File: src/rtl/button_debounce_bank.sv
// Multi-channel button conditioner: 2-flop synchroniser, debounced level,
// press/release pulses, per-channel lockout window and optional auto-repeat.
module button_debounce_bank #(
    parameter int CHANNELS = 4,
    parameter int LOCKOUT  = 16,
    parameter int REPEAT   = 0
) (
    input  logic                clk,
    input  logic                n_rst,
    input  logic                en,
    input  logic [CHANNELS-1:0] button,
    output logic [CHANNELS-1:0] held,
    output logic [CHANNELS-1:0] rise,
    output logic [CHANNELS-1:0] fall,
    output logic [CHANNELS-1:0] rpt
);
    // state      | meaning
    // ST_IDLE    | debounced level low, waiting for an accepted press
    // ST_PRESSED | debounced level high, waiting for an accepted release
    // Lockout (lock_q != 0) is orthogonal to both states.
    typedef enum logic {
        ST_IDLE    = 1'b0,
        ST_PRESSED = 1'b1
    } state_t;

    localparam int LW = $clog2(LOCKOUT + 1);
    localparam int RW = (REPEAT > 1) ? $clog2(REPEAT) : 1;
    localparam logic [LW-1:0] LOCK_LOAD = LW'(LOCKOUT);
    localparam logic [RW-1:0] RPT_LAST  = (REPEAT > 0) ? RW'(REPEAT - 1) : '0;

    for (genvar i = 0; i < CHANNELS; i++) begin : g_ch
        logic          s0_q;
        logic          s1_q;
        state_t        state_q;
        logic          rise_q;
        logic          fall_q;
        logic [LW-1:0] lock_q;
        logic          unlocked;
        logic          press_acc;
        logic          rel_acc;

        assign unlocked  = (lock_q == '0);
        assign press_acc = en & unlocked & (state_q == ST_IDLE) & s1_q;
        assign rel_acc   = en & unlocked & (state_q == ST_PRESSED) & ~s1_q;

        always_ff @(posedge clk or negedge n_rst) begin
            if (!n_rst) begin
                s0_q    <= 1'b0;
                s1_q    <= 1'b0;
                state_q <= ST_IDLE;
                rise_q  <= 1'b0;
                fall_q  <= 1'b0;
                lock_q  <= '0;
            end else begin
                s0_q   <= button[i];
                s1_q   <= s0_q;
                rise_q <= press_acc;
                fall_q <= rel_acc;
                if (state_q == ST_IDLE) begin
                    if (press_acc) state_q <= ST_PRESSED;
                end else begin
                    if (rel_acc) state_q <= ST_IDLE;
                end
                // Lockout keeps counting down even while en is low.
                if (press_acc || rel_acc)
                    lock_q <= LOCK_LOAD;
                else if (!unlocked)
                    lock_q <= lock_q - LW'(1);
            end
        end

        assign held[i] = (state_q == ST_PRESSED);
        assign rise[i] = rise_q;
        assign fall[i] = fall_q;

        if (REPEAT > 0) begin : g_rpt
            logic [RW-1:0] rpt_cnt_q;
            logic          rpt_q;

            // A release on an expiry edge wins, so accepts clear the counter first.
            always_ff @(posedge clk or negedge n_rst) begin
                if (!n_rst) begin
                    rpt_cnt_q <= '0;
                    rpt_q     <= 1'b0;
                end else if (press_acc || rel_acc || !en || state_q != ST_PRESSED) begin
                    rpt_cnt_q <= '0;
                    rpt_q     <= 1'b0;
                end else if (rpt_cnt_q == RPT_LAST) begin
                    rpt_cnt_q <= '0;
                    rpt_q     <= 1'b1;
                end else begin
                    rpt_cnt_q <= rpt_cnt_q + RW'(1);
                    rpt_q     <= 1'b0;
                end
            end

            assign rpt[i] = rpt_q;
        end else begin : g_no_rpt
            assign rpt[i] = 1'b0;
        end
    end
endmodule

File: config.mk
export PLATFORM = sky130hd
export DESIGN_NAME = button_debounce_bank
export DESIGN_NICKNAME = d
export VERILOG_FILES = /design/src/rtl/button_debounce_bank.sv
export SDC_FILE = /design/constraint.sdc
export NUM_CORES = 1
export LEC_CHECK = 0
export CORE_ASPECT_RATIO = 1.4
export CORE_MARGIN = 3
export CORE_UTILIZATION = 58
export DETAILED_ROUTE_END_ITERATION = 8
export PLACE_DENSITY = 0.83
export SLEW_MARGIN = 10
export SYNTH_ARGS = -nofsm -noshare
export SYNTH_HDL_FRONTEND = slang
export SYNTH_SLANG_ARGS = --single-unit
File: constraint.sdc
create_clock -name clk -period 4.3 [get_ports clk]
set_input_delay 0.645 -clock clk [delete_from_list [all_inputs] [get_ports clk]]
set_output_delay 0.645 -clock clk [all_outputs]
set_load 0.02 [all_outputs]
==> metrics.md <==
| Metric | Value |
|---|---|
| Status | finished clean |
| Power density over the cells | roughly 690 mW/mm^2 |
| Crit path DAT | 1.37 ns |
| First-pass GRT wire length | 4680 um |
| GR met1 Demand/Resource | 19.2% |
| Routability cong. | around 0.70 |
| Post-synthesis sequential element count | 40 |
| Starting Density | about three fifths |
| Num rows | 23 |
| Clock Sinks | 40 |
| Max Slew Vio Count | 0 |
| Antenna viol nets, final | 0 |
| Finished Core Util | 68.4% |
| Slew HR | between 40% and 50% |
| Register area share after synthesis | a little under three fifths |
| Setup slack, reg-to-reg | ~2.6 ns |
| Cell Count Post-Placement | about 200 |
| Starting DRT DRC Count | 30 |
| Post-DP Area | 0.00192 sq mm |
| Filler cells | ~230 |
| IR drop worst, VDD | between 300 and 400 uV |
| Detailed Route WL | between 2000 and 3000 um |
| Cts hold-fix bufs | 0 |
| Synthesis-to-finish area growth | 11.0% |
| H-tree Lvls | 2 |
| Die width | roughly 53 um |
| Max Clk Rate | ~500 MHz |
| Diode count | 0 |
| Final count of hold timing violations | 0 |
| Core box area | between 0.002 and 0.003 sq mm |
| Met3 usage | 4.52% |
| Mean post-synth cell area | between 10 and 15 sq um |
| Crit Path Category | reg2out |
| Total global routing track utilization | between 15 and 20% |
| CP max stage delay | about 0.64 ns |
| Clock Pin Slew Worst Setup and Hold Paths | around 0.07 ns |
| Total die area | 0.00383 sq mm |
| Startpoint class of the critical path | register |
| Initial antenna violation count | 0 |
| Vias per cell | around 5.3 |
| RSZ-0062 raised after global routing | false |
| R2R Path Start | g_ch[1].lock_q[0] |
| Synth cell types | 25 |
| Share of cells above drive strength 1 | 13.9% |
| Crit path capture type | primary output |
| TritonCTS Buffers | 5 |
| Place WS | approximately 2.3 ns |
| Leak Pwr | 0.915 nW |
| GR Util met2 | 28.3% |
| Top delay family on crit path | buffers and inverters |
| CP cell instances | clkdlybuf4s50_1 |
| CTS Root Cell | clkbuf_8 |
| Synth warn | 0 |
| Crit share post-route | ~47% |
| Register Area | between 0.001 and 0.0015 sq mm |
| Final setup vio count | 0 |
| Hold_sp | g_ch[2].s0_q |
| Die Y | ~72 um |
| Max-Cap Viols | 0 |
| Crit path time final | slightly above 2 ns |
| Fin area | between 0.002 and 0.0025 sq mm |
| Residual DRC count | 0 |
| HP Class | reg2reg |
| Reg2reg path depth | 5 |
| Detailed Routing Iterations Pass 1 | 4 |
| Post-detail-place hpwl | ~2000 um |
| Grt total ovfl | 0 |
| Grt peak-use layer | met2 |
| CTS tree | done |
| Post-synthesis instance area | 0.00181 sq mm |
| Io pins | 23 |
| CP bufs+invs | 1 |
| Slowest CP cell | clkdlybuf4s50_1 |
| Worst hold stages | 0 |
| Setup bufs post-CTS | 0 |
| Vias in the first global route | roughly 1100 |
| Clk_lat worst skew | approximately 0.28 ns |
| Average wire per standard cell | 13.5 um |
| Nets | between 150 and 200 |
| Clock Skews | 0.00285 ns |
| Slew of the pin with the lowest slew margin | 0.839 ns |
| Setup TNS | 0 ns |
| Largest net degree at the start of global routing | 41 |
| CTS max path bufs | 2 |
| Number of buffers added on ports | 18 |
| CTS resizes | 0 |
| Critical Path RT | between 3 and 4 ns |
| Mapped Cells | between 150 and 200 |
| Final worst slack | around 2.3 ns |
| Final non-filler cell total | approximately 200 |
| Crit path max fanout | 5 |
| Vias post-DR | around 1100 |
| Hold endpoint | g_ch[2].s1_q |
| Area occupied by multi-input gates | 653 sq um |
-- synth_stat cells, drive strengths merged --
library cell / count / area [sq um]
a21o: 3 / 22.5
and2: 4 / 25.0
buf: 16 / 120
clkbuf: 1 / 3.75
conb: 1 / 3.75
dfrtp: 40 / 1000
ha: 4 / 50.1
inv: 11 / 41.3
mux2: 4 / 56.3
nand2: 16 / 70.1
nand2b: 2 / 12.5
nand3: 4 / 20.0
nor2: 4 / 15.0
nor3: 4 / 20.0
nor3b: 8 / 60.1
nor4b: 4 / 95.1
o21ai: 6 / 30.0
o22ai: 4 / 25.0
o31ai: 3 / 22.5
or2: 4 / 25.0
or3: 3 / 18.8
xnor2: 4 / 35.0
xor2: 4 / 35.0
-- through the flow --
| stage | hold slack (ns) | power, mW |
|---|---|---|
| 2_1_floorplan | 0.331 | 1.04 |
| 3_3_place_gp | 0.333 | 1.11 |
| 3_5_place_dp | 0.336 | 1.16 |
| 4_1_cts | 0.352 | 1.41 |
| 5_1_grt | 0.355 | 1.50 |
| 6_report | 0.350 | 1.39 |
-- final cells by class --
class,count,area share (%)
multi-input combinational,89,32.5
tap,37,2.31
sequential,40,49.9
clock buffer,8,4.49
inverter,11,2.06
timing repair buffer,18,8.73
-- kinds of logic (layout without fill, tap and decap cells) --
logic type,count (synthesis),in the layout,share of synthesized area [%]
DFF,40,40,55.4
xor gates and xnor gates,8,8,3.88
buffers and inverters,28,37,9.14
and+or+nand+nor,53,53,20.0
muxes,4,4,3.11
adders and majority gates,4,4,2.77
AOI/OAI and AO/OA,16,16,5.54
other,1,4,0.207
-- routing by layer --
metal  vias up  share of wire, %
met5         -                 0
met4         0               3.6
met3        11               4.2
met2        29                52
met1       525                40
li1        509                 -
-- report_power, final --
| group | switching, mW | leakage, nW | internal, mW |
|---|---|---|---|
| logic | 0.230 | 0.372 | 0.269 |
| registers | 0.142 | 0.498 | 0.505 |
| clock network | 0.117 | 0.0455 | 0.131 |
-- how the worst max path moves through the flow --
| stage | end | slack [ns] | depth (start not counted) |
|---|---|---|---|
| after floorplan | register | 2.80 | 5 |
| after CTS | held[1] | 2.27 | 1 |
| after detailed placement | register | 2.29 | 3 |
| after global placement | register | 2.35 | 3 |
| final | held[1] | 2.29 | 1 |
| after global routing | held[1] | 2.22 | 1 |
-- flip-flops by register name, summed over array words and instances, names as in the netlist, named ones only --
register / cells
g_ch.lock_q: 20
g_ch.fall_q: 4
g_ch.rise_q: 4
g_ch.s0_q: 4
g_ch.s1_q: 4
-- placed cells by master, fill, tap and decap left out --
cell type	netlist	layout
or2_2	4	4
nor4b_4	4	4
nor2_1	4	4
ha_1	4	4
xor2_1	4	4
and2_1	4	4
mux2_4	3	3
o31ai_1	3	3
conb_1	1	4
dfrtp_1	40	40
clkbuf_1	1	2
clkbuf_8	0	6
clkdlybuf4s50_1	0	17
mux2_2	1	1
xnor2_1	4	4
o22ai_1	4	4
nand2b_1	2	2
nor3b_1	8	8
nand2_2	4	4
nand3_1	4	4
inv_1	11	11
a21o_1	3	3
o21ai_0	6	6
nor3_1	4	4
or3_1	3	3
nand2_1	12	12
buf_2	0	1
No activity file was read; power rests on OpenSTA's default activity.
